===== src/rtl/mux_arbiter_5.sv =====
// Five-way round-robin arbiter that captures the winning requester's data into
// a registered output and holds it under valid/ready handshake until accepted.
module mux_arbiter_5 #(
    parameter int DW = 8
) (
    input  logic            clk,
    input  logic            reset,
    input  logic [4:0]      req,
    input  logic [5*DW-1:0] in_data,
    output logic [4:0]      req_ack,
    output logic            out_valid,
    input  logic            out_ready,
    output logic [DW-1:0]   out_data,
    output logic [2:0]      selection,
    output logic            busy
);

    typedef enum logic {
        IDLE = 1'b0,
        SEND = 1'b1
    } state_t;

    state_t        state;
    logic [2:0]    ptr;
    logic [DW-1:0] chan [5];
    logic [2:0]    winner;
    logic          found;
    logic [3:0]    scan;

    for (genvar g = 0; g < 5; g++) begin : g_chan
        assign chan[g] = in_data[DW*g +: DW];
    end

    // Scan from ptr upward with wrap 4 -> 0; the first set request wins.
    always_comb begin
        // NOTE: every variable gets a default before the loop so no path leaves it
        // unassigned; otherwise synthesis would infer a latch.
        found  = 1'b0;
        winner = 3'd0;
        scan   = 4'd0;
        for (int k = 0; k < 5; k++) begin
            scan = {1'b0, ptr} + 4'(k);
            if (scan >= 4'd5) begin
                scan = scan - 4'd5;
            end
            if (!found && req[scan[2:0]]) begin
                found  = 1'b1;
                winner = scan[2:0];
            end
        end
    end

    // The ack is only meaningful when the capture edge will actually take the data.
    assign req_ack = (!reset && state == IDLE && found) ? (5'b00001 << winner) : 5'b00000;
    assign busy    = (state == SEND);

    always_ff @(posedge clk or posedge reset) begin
        // NOTE: reset clears the data/selection registers too, because the outputs
        // must read zero immediately, before any further clock edge.
        if (reset) begin
            state     <= IDLE;
            ptr       <= 3'd0;
            out_valid <= 1'b0;
            out_data  <= '0;
            selection <= 3'd0;
        end else if (state == IDLE) begin
            // NOTE: sequential state uses non-blocking assignments so all registers
            // update from the same pre-edge values.
            if (found) begin
                out_data  <= chan[winner];
                selection <= winner;
                out_valid <= 1'b1;
                state     <= SEND;
            end
        end else begin
            if (out_ready) begin
                out_valid <= 1'b0;
                ptr       <= (selection == 3'd4) ? 3'd0 : selection + 3'd1;
                state     <= IDLE;
            end
        end
    end

endmodule


===== config.mk =====
export PLATFORM = sky130hd
export DESIGN_NAME = mux_arbiter_5
export DESIGN_NICKNAME = d
export VERILOG_FILES = /design/src/rtl/mux_arbiter_5.sv
export SDC_FILE = /design/constraint.sdc
export NUM_CORES = 1
export LEC_CHECK = 0
export ABC_AREA = 1
export ABC_CLOCK_PERIOD_IN_PS = 2840
export BUFFER_PORTS_ARGS = -buffer_cell sky130_fd_sc_hd__buf_2
export CAP_MARGIN = 20
export CORE_MARGIN = 4
export CORE_UTILIZATION = 47
export DETAILED_ROUTE_END_ITERATION = 8
export PLACE_DENSITY = 0.77
export SETUP_SLACK_MARGIN = 0.02
export SYNTH_ARGS = -nofsm -noshare
export SYNTH_HDL_FRONTEND = slang
export SYNTH_SLANG_ARGS = --single-unit

===== constraint.sdc =====
create_clock -name clk -period 2.84 [get_ports clk]
set_input_delay 0.284 -clock clk [delete_from_list [all_inputs] [get_ports clk]]
set_output_delay 0.284 -clock clk [all_outputs]
set_load 0.05 [all_outputs]

==> impl_metrics.sql, run 1 <==
INSERT INTO impl_metrics (metric_group, metric, value, unit) VALUES
('sta', 'timing.fmax', '299.0', 'MHz'),
('layout', 'fillers', '311', ''),
('place', 'post_dp_area', '2917', 'um2'),
('worst_setup_path', 'worst-path-buf-inv', '4', ''),
('place', 'placement.setup.worst_slack', '-0.3700', 'ns'),
('sta', 'slew_violations', '0', ''),
('clock_network', 'holdBufCountCts', '0', ''),
('sta', 'report.final.setup_viol', '13', ''),
('clock_network', 'worst_skew_pair.late_latency', '0.25', 'ns'),
('yosys', 'synth_seq_area_share', '0.1900', ''),
('yosys', 'async_set_reset_flop_share_out_of_synthesis', '1.000', ''),
('die', 'rows', '24', ''),
('worst_setup_path', 'critical_path.cell_chain', 'inv_8 > ha_4 > inv_2 > fa_2 > inv_4 > nand2_8 > o21ai_4 > nand3_2 > nand2_2 > nand2_1 > nand2_1 > nand3_2 > o21ai_2 > o211ai_4 > nor2_4 > nand2_4 > nor3_4 > buf_6', ''),
('worst_setup_path', 'critical_path_class', 'reg -> out', ''),
('yosys', 'edff_count_synth', '0', ''),
('clock_network', 'clock_sink_count', '16', ''),
('global_routing', 'largest_net_degree_at_the_start_of_global_routing', '18', ''),
('clock_network', 'tritoncts', 'done', ''),
('routing', 'postRouteWirelength', '7.642', 'mm'),
('routing', 'first_pass_iters', '5', ''),
('routing', 'final_antenna_net_count', '0', ''),
('layout', 'ff_latch_area', '402.9', 'um2'),
('routing', 'drt_drc', '0', ''),
('layout', 'final_core_util', '0.7701', ''),
('place', 'finalWeightedCongestion', '0.9245', ''),
('die', 'ios', '66', ''),
('yosys', 'synth-seq-cells', '16', ''),
('layout', 'antenna-diode-count', '0', ''),
('status', 'failed_checks', 'negative setup slack', ''),
('clock_network', 'clkSlewWorstSetupHoldPaths', '0.06', 'ns'),
('yosys', 'synthesized_area_per_cell', '6.020', 'um2'),
('global_routing', 'grt_first_pass_wirelength', '11.64', 'mm'),
('sta', 'tightestPinTransition', '0.3337', 'ns'),
('yosys', 'synthCells', '350', ''),
('sta', 'timing.max_slew.rel_slack', '0.7775', ''),
('yosys', 'postSynthNetCount', '409', ''),
('min_path', 'worst_min_path_class', 'in -> async', ''),
('clock_network', 'cts-htree-levels', '1', ''),
('clock_network', 'cts_root_buf', 'sky130_fd_sc_hd__clkbuf_8', ''),
('sta', 'timing.clock.skew', '0.001176', 'ns'),
('global_routing', 'groute.usage.overall', '0.2638', ''),
('layout', 'area.growth.synth_to_final', '59.15', '%'),
('yosys', 'synth.distinct_cells', '32', ''),
('die', 'chipWidth', '74.96', 'um'),
('layout', 'net_count_of_the_finished_layout', '535', ''),
('yosys', 'netlist_area', '2107', 'um2'),
('yosys', 'prevailing_post_synth_register_cell', 'sky130_fd_sc_hd__dfrtp_1', ''),
('sta', 'final.period_utilization', '1.178', ''),
('yosys', 'yosysWarningCount', '0', ''),
('sta', 'post_route_minimum_period', '3.345', 'ns'),
('clock_network', 'cts.path.max_buffers', '2', ''),
('worst_setup_path', 'critical_path.max_stage_delay', '0.45', 'ns'),
('die', 'effective_utilization_at_floorplan', '0.4839', ''),
('layout', 'multi_input_area', '1775', 'um2'),
('routing', 'initialDrtViolationCount', '282', ''),
('sta', 'hold_violations', '0', ''),
('sta', 'grt_setup_unrepaired', 'true', ''),
('worst_setup_path', 'worst_setup_path_end_kind', 'output port', ''),
('worst_setup_path', 'critical_path_at', '3.06', 'ns'),
('worst_setup_path', 'cpMaxStageDelayCell', 'sky130_fd_sc_hd__dfrtp_2', ''),
('sta', 'setup_tns_final', '-3.092', 'ns'),
('layout', 'finish.instance_area', '3353', 'um2'),
('worst_setup_path', 'worst-r2r-setup-slack', '-0.13', 'ns'),
('die', 'fp.coreArea', '4354', 'um2'),
('routing', 'wl_per_cell', '14.50', 'um'),
('status', 'run_status', 'finished, violations left', ''),
('global_routing', 'antenna_violations_before_repair', '0', ''),
('sta', 'final.setup.worst_slack', '-0.5050', 'ns'),
('worst_setup_path', 'cp_data_required_time', '2.56', 'ns'),
('place', 'post-dp-hpwl', '5.335', 'mm'),
('place', 'numPortBuffers', '65', ''),
('die', 'die_h', '74.96', 'um'),
('layout', 'drive_gt1_frac', '0.4674', ''),
('die', 'area_of_the_die', '5618', 'um2'),
('global_routing', 'via_count_of_the_first_global_routing_pass', '2665', ''),
('clock_network', 'cts_inserted_buffers', '3', ''),
('routing', 'vias', '2883', ''),
('flow_run', 'timing.max_cap.violations', '0', ''),
('worst_setup_path', 'critPathMaxFanout', '7', ''),
('global_routing', 'grt_total_ovfl', '0', ''),
('worst_setup_path', 'critical-path-top-delay-family', 'simple AND/OR/NAND/NOR gates', ''),
('routing', 'routed_via_density', '5.471', ''),
('worst_setup_path', 'crit_path_start_kind', 'flip-flop', '');
==> flip-flops by register name (all words and copies together), names as in the netlist <==
signal	cells
busy	1
out_data	8
out_valid	1
ptr	3
selection	3
==> worst min-delay path, delay by kind of cell <==
kind	cells	cell delay (ns)
buffers and inverters	3	0.42
==> metrics by stage <==
| step | cells | hold slack [ns] |
|---|---|---|
| final | 527 | 0.06942 |
| after global routing | 527 | 0.09688 |
| after CTS | 524 | 0.07505 |
| after detailed placement | 509 | 0.3442 |
| after global placement | 509 | 0.3398 |
| after floorplan | 350 | 0.2294 |
==> synth_stat cells, types with 2 or more instances <==
cell type | number | area share
sky130_fd_sc_hd__nor3_1 | 4 | 0.0095
sky130_fd_sc_hd__o21ai_0 | 8 | 0.019
sky130_fd_sc_hd__inv_1 | 34 | 0.061
sky130_fd_sc_hd__nand2_1 | 143 | 0.25
sky130_fd_sc_hd__nand2_2 | 11 | 0.033
sky130_fd_sc_hd__inv_2 | 4 | 0.0071
sky130_fd_sc_hd__nand3_1 | 53 | 0.13
sky130_fd_sc_hd__nor2_2 | 2 | 0.0059
sky130_fd_sc_hd__a21oi_1 | 4 | 0.0095
sky130_fd_sc_hd__o21ai_1 | 8 | 0.019
sky130_fd_sc_hd__buf_4 | 2 | 0.0071
sky130_fd_sc_hd__dfrtp_1 | 16 | 0.19
sky130_fd_sc_hd__nor2_1 | 11 | 0.020
sky130_fd_sc_hd__o22ai_1 | 2 | 0.0059
sky130_fd_sc_hd__ha_1 | 10 | 0.059
sky130_fd_sc_hd__nand3_2 | 7 | 0.033
sky130_fd_sc_hd__o21ai_2 | 2 | 0.0083
sky130_fd_sc_hd__nand4_1 | 9 | 0.027
sky130_fd_sc_hd__buf_2 | 2 | 0.0048
sky130_fd_sc_hd__nor2_4 | 3 | 0.016
sky130_fd_sc_hd__buf_6 | 4 | 0.021
==> final timing paths <==
path | start | endpoint | cells past startpoint
max in group asynchronous | reset | ptr[1] | 3
setup / recovery | ptr[0] | req_ack[0] | 18
hold reg to reg | out_valid | out_valid | 2
min in group clk | out_ready | busy | 2
hold / removal | reset | out_valid | 3
setup reg to reg | ptr[0] | out_data[5] | 23
==> timing repair <==
action,4_1_cts,5_1_grt
cloned,0,0
resized for setup,49,24
buffers inserted,11,4
endpoints found under the setup margin,13,17
pin swaps,16,17
==> placed cells by master, fill, tap and decap left out, types with 2 or more instances in the layout <==
cell                       Yosys  final
sky130_fd_sc_hd__nand2_1     143    122
sky130_fd_sc_hd__buf_2         2     60
sky130_fd_sc_hd__buf_4         2     55
sky130_fd_sc_hd__nand3_1      53     45
sky130_fd_sc_hd__inv_1        34     28
sky130_fd_sc_hd__nand2_2      11     26
sky130_fd_sc_hd__dfrtp_1      16     14
sky130_fd_sc_hd__nand3_2       7     13
sky130_fd_sc_hd__buf_6         4     12
sky130_fd_sc_hd__nand4_1       9      9
sky130_fd_sc_hd__nor2_1       11      9
sky130_fd_sc_hd__inv_2         4      7
sky130_fd_sc_hd__o21ai_1       8      7
sky130_fd_sc_hd__nand2_4       1      6
sky130_fd_sc_hd__nor2_4        3      5
sky130_fd_sc_hd__ha_1         10      5
sky130_fd_sc_hd__o21ai_2       2      4
sky130_fd_sc_hd__o21ai_0       8      4
sky130_fd_sc_hd__nor3_4        0      4
sky130_fd_sc_hd__nand3_4       1      3
sky130_fd_sc_hd__o21ai_4       0      3
sky130_fd_sc_hd__a21oi_1       4      3
sky130_fd_sc_hd__inv_4         0      3
sky130_fd_sc_hd__ha_4          0      3
sky130_fd_sc_hd__clkbuf_8      0      3
sky130_fd_sc_hd__nor2_2        2      2
sky130_fd_sc_hd__o22ai_1       2      2
sky130_fd_sc_hd__ha_2          0      2
sky130_fd_sc_hd__dfrtp_2       0      2
sky130_fd_sc_hd__buf_12        0      2
==> final cells by class <==
class                      count  area share
clock buffer                   4     0.01343
multi-input combinational    286      0.5295
timing repair buffer         130      0.2694
tap                           52     0.01940
sequential                    16      0.1201
inverter                      39     0.04813
==> cell families after synthesis <==
family,share of synthesized area
fa+ha+maj,0.06888
flops,0.1900
compound gates,0.07126
simple gates,0.5416
buf+inv,0.1122
xor+xnor,0.01604
==> layer usage <==
| layer | global-route usage | vias to the layer above | part of all wire |
|---|---|---|---|
| li1 | - | 1379 | - |
| met1 | 0.3289 | 1347 | 0.40 |
| met2 | 0.4797 | 129 | 0.51 |
| met3 | 0.02537 | 28 | 0.060 |
| met4 | 0.07510 | 0 | 0.032 |
| met5 | 0 | - | 0 |
Power of run 1 is left out: the tool's default activity adds up to more than one toggle a clock period on the data nets, which glitch-free logic cannot reach.
==> run 2: changes to the inputs <==
--- a/config.mk
+++ b/config.mk
@@ -9,10 +9,13 @@
 export ABC_CLOCK_PERIOD_IN_PS = 2840
 export BUFFER_PORTS_ARGS = -buffer_cell sky130_fd_sc_hd__buf_2
 export CAP_MARGIN = 20
+export CELL_PAD_IN_SITES_DETAIL_PLACEMENT = 0
+export CELL_PAD_IN_SITES_GLOBAL_PLACEMENT = 1
 export CORE_MARGIN = 4
-export CORE_UTILIZATION = 47
+export CORE_UTILIZATION = 31
 export DETAILED_ROUTE_END_ITERATION = 8
-export PLACE_DENSITY = 0.77
+export HOLD_SLACK_MARGIN = 0.06
+export PLACE_DENSITY_LB_ADDON = 0.1
 export SETUP_SLACK_MARGIN = 0.02
 export SYNTH_ARGS = -nofsm -noshare
 export SYNTH_HDL_FRONTEND = slang
==> run 2 against run 1 <==
  * The run still ends with negative setup slack left
  * Routed wire length decreased by 5.2%
  * Count of clock-buffer cells in the layout did not move
  * Fmax increased by 4.9%
  * Critical path depth is 2 higher
  * Largest cell class unchanged
  * Critical endpoint unchanged
  * Via count is 8.6% lower
  * Global-route usage decreased by 8.7 points
  * Setup slack improved by 0.16 ns
==> impl_metrics.sql, run 2 (synthesis gave the netlist of run 1 again) <==
INSERT INTO impl_metrics (metric_group, metric, value, unit) VALUES
('sta', 'tightestPinTransition', '0.4049', 'ns'),
('routing', 'met1Wirelength', '3.112', 'mm'),
('layout', 'mostFrequentLayoutCells', '117 x sky130_fd_sc_hd__nand2_1, 60 x sky130_fd_sc_hd__buf_2, 58 x sky130_fd_sc_hd__buf_4', ''),
('clock_network', 'cts-htree-levels', '1', ''),
('sta', 'hold_violations', '0', ''),
('die', 'fp.coreArea', '6459', 'um2'),
('place', 'finalWeightedCongestion', '0.8026', ''),
('routing', 'vias', '2634', ''),
('global_routing', 'grt_total_ovfl', '0', ''),
('sta', 'timing.fmax', '313.6', 'MHz'),
('clock_network', 'cts.path.max_buffers', '2', ''),
('sta', 'final.period_utilization', '1.123', ''),
('worst_setup_path', 'critPathMaxFanout', '7', ''),
('flow_run', 'timing.max_cap.violations', '0', ''),
('routing', 'routed_via_density', '4.789', ''),
('layout', 'layout_top_registers', 'out_data: 8 flops, ptr: 3 flops, selection: 3 flops', ''),
('sta', 'slew_violations', '0', ''),
('routing', 'drt_drc', '0', ''),
('die', 'chipWidth', '90.44', 'um'),
('die', 'ios', '66', ''),
('min_path', 'worst_min_path_class', 'in -> async', ''),
('place', 'numPortBuffers', '65', ''),
('die', 'area_of_the_die', '8179', 'um2'),
('global_routing', 'via_count_of_the_first_global_routing_pass', '2620', ''),
('status', 'run_status', 'finished, violations left', ''),
('clock_network', 'cts_inserted_buffers', '3', ''),
('worst_setup_path', 'critical_path_class', 'reg -> out', ''),
('worst_setup_path', 'worst_setup_path_end_kind', 'output port', ''),
('place', 'post-dp-hpwl', '5.750', 'mm'),
('clock_network', 'cts_root_buf', 'sky130_fd_sc_hd__clkbuf_8', ''),
('layout', 'antenna-diode-count', '0', ''),
('die', 'rows', '29', ''),
('routing', 'initialDrtViolationCount', '96', ''),
('clock_network', 'clock_sink_count', '16', ''),
('layout', 'largest_register_ff_count', '8', ''),
('place', 'post_dp_area', '2993', 'um2'),
('sta', 'grt_setup_unrepaired', 'true', ''),
('layout', 'final_common_cell', 'sky130_fd_sc_hd__nand2_1', ''),
('routing', 'highest-signal-layer', 'met4', ''),
('die', 'effective_utilization_at_floorplan', '0.3262', ''),
('global_routing', 'antenna_violations_before_repair', '0', ''),
('status', 'failed_checks', 'negative setup slack', ''),
('sta', 'post_route_minimum_period', '3.189', 'ns'),
('sta', 'timing.max_slew.rel_slack', '0.7272', ''),
('routing', 'final_antenna_net_count', '0', ''),
('layout', 'net_count_of_the_finished_layout', '533', ''),
('global_routing', 'largest_net_degree_at_the_start_of_global_routing', '17', ''),
('place', 'total_instance_count_after_detailed_placement', '540', ''),
('sta', 'timing.clock.skew', '0.0004612', 'ns'),
('sta', 'final.setup.worst_slack', '-0.3487', 'ns'),
('clock_network', 'clkSlewWorstSetupHoldPaths', '0.06', 'ns'),
('clock_network', 'tritoncts', 'done', ''),
('sta', 'report.final.setup_viol', '13', ''),
('routing', 'wl_per_cell', '13.18', 'um'),
('clock_network', 'worst_skew_pair.late_latency', '0.25', 'ns'),
('routing', 'wl_met3', '348', 'um'),
('worst_setup_path', 'critical_path_at', '2.90', 'ns'),
('worst_setup_path', 'crit_path_start_kind', 'flip-flop', ''),
('layout', 'largest-register', 'out_data', ''),
('global_routing', 'grt_first_pass_wirelength', '12.18', 'mm'),
('layout', 'fillers', '649', ''),
('routing', 'first_pass_iters', '4', ''),
('layout', 'drive_gt1_frac', '0.4884', ''),
('routing', 'amount_of_wire_on_met2_after_detailed_routing', '3.736', 'mm'),
('die', 'die_h', '90.44', 'um'),
('layout', 'area.growth.synth_to_final', '63.00', '%'),
('layout', 'final-instance-count-excl-fill', '550', ''),
('global_routing', 'groute.usage.overall', '0.1771', ''),
('routing', 'postRouteWirelength', '7.248', 'mm'),
('worst_setup_path', 'cp_data_required_time', '2.56', 'ns'),
('sta', 'timing.hold.ws', '0.1749', 'ns'),
('layout', 'finish.instance_area', '3435', 'um2'),
('clock_network', 'holdBufCountCts', '0', '');
## run 2: changes by cell type in the layout (fill, tap and decap cells not counted), sizes merged
cell  previous run  this run
buf            130       128
## run 2: area by class of cell
cell class | instances | area [um2] | area share
multi-input combinational | 286 | 1867 | 0.5435
timing repair buffer | 128 | 848.3 | 0.2470
sequential | 16 | 404.1 | 0.1177
inverter | 39 | 163.9 | 0.04772
tap | 77 | 96.34 | 0.02805
clock buffer | 4 | 55.05 | 0.01603
## run 2: repair_timing
item,4_1_cts,5_1_grt
pin swaps,17,19
setup endpoints to repair,13,17
cloned,0,0
resized for setup,50,35
setup buffers,2,4
## run 2: path summary, 6_finish.rpt
kind | start | to | slack [ns] | cells after the start
setup / recovery | ptr[0] | req_ack[0] | -0.35 | 20
min in group clk | out_ready | busy | 0.24 | 2
hold reg to reg | out_valid | out_valid | 0.51 | 2
hold / removal | reset | out_data[1] | 0.17 | 3
setup reg to reg | ptr[0] | out_data[4] | -0.11 | 24
max in group asynchronous | reset | ptr[2] | 2.47 | 3
## run 2: stage by stage
stage               utilization  TNS [ns]  setup slack (ns)
floorplan                     -    -1.406           -0.3275
global placement         0.4634    -1.960           -0.3086
detailed placement       0.4634    -2.057           -0.3292
CTS                      0.5021    -1.721           -0.3789
global route             0.5318    -5.305           -0.5748
finish                   0.5318    -2.334           -0.3487
## run 2: metal layers
layer,track usage,vias up
met3,0.02667,6
met2,0.3267,66
met4,0.03061,0
met5,0,-
met1,0.2188,1187
li1,-,1375
## run 2: critical path, stage by stage (launching register included)
cell	delay [ns]
sky130_fd_sc_hd__dfrtp_2	0.45
sky130_fd_sc_hd__inv_8	0.08
sky130_fd_sc_hd__ha_4	0.12
sky130_fd_sc_hd__inv_2	0.04
sky130_fd_sc_hd__fa_2	0.35
sky130_fd_sc_hd__inv_4	0.11
sky130_fd_sc_hd__nand2_8	0.08
sky130_fd_sc_hd__nand2_2	0.08
sky130_fd_sc_hd__nand3_1	0.08
sky130_fd_sc_hd__nand3_2	0.08
sky130_fd_sc_hd__nand2_1	0.06
sky130_fd_sc_hd__nand2_2	0.06
sky130_fd_sc_hd__nand2_2	0.06
sky130_fd_sc_hd__nand3_4	0.09
sky130_fd_sc_hd__nor2_1	0.05
sky130_fd_sc_hd__nor2_1	0.12
sky130_fd_sc_hd__nand2_2	0.08
sky130_fd_sc_hd__nor2_4	0.21
sky130_fd_sc_hd__inv_4	0.08
sky130_fd_sc_hd__nor3_4	0.19
sky130_fd_sc_hd__buf_6	0.18
Power of run 2 is left out for the same reason.
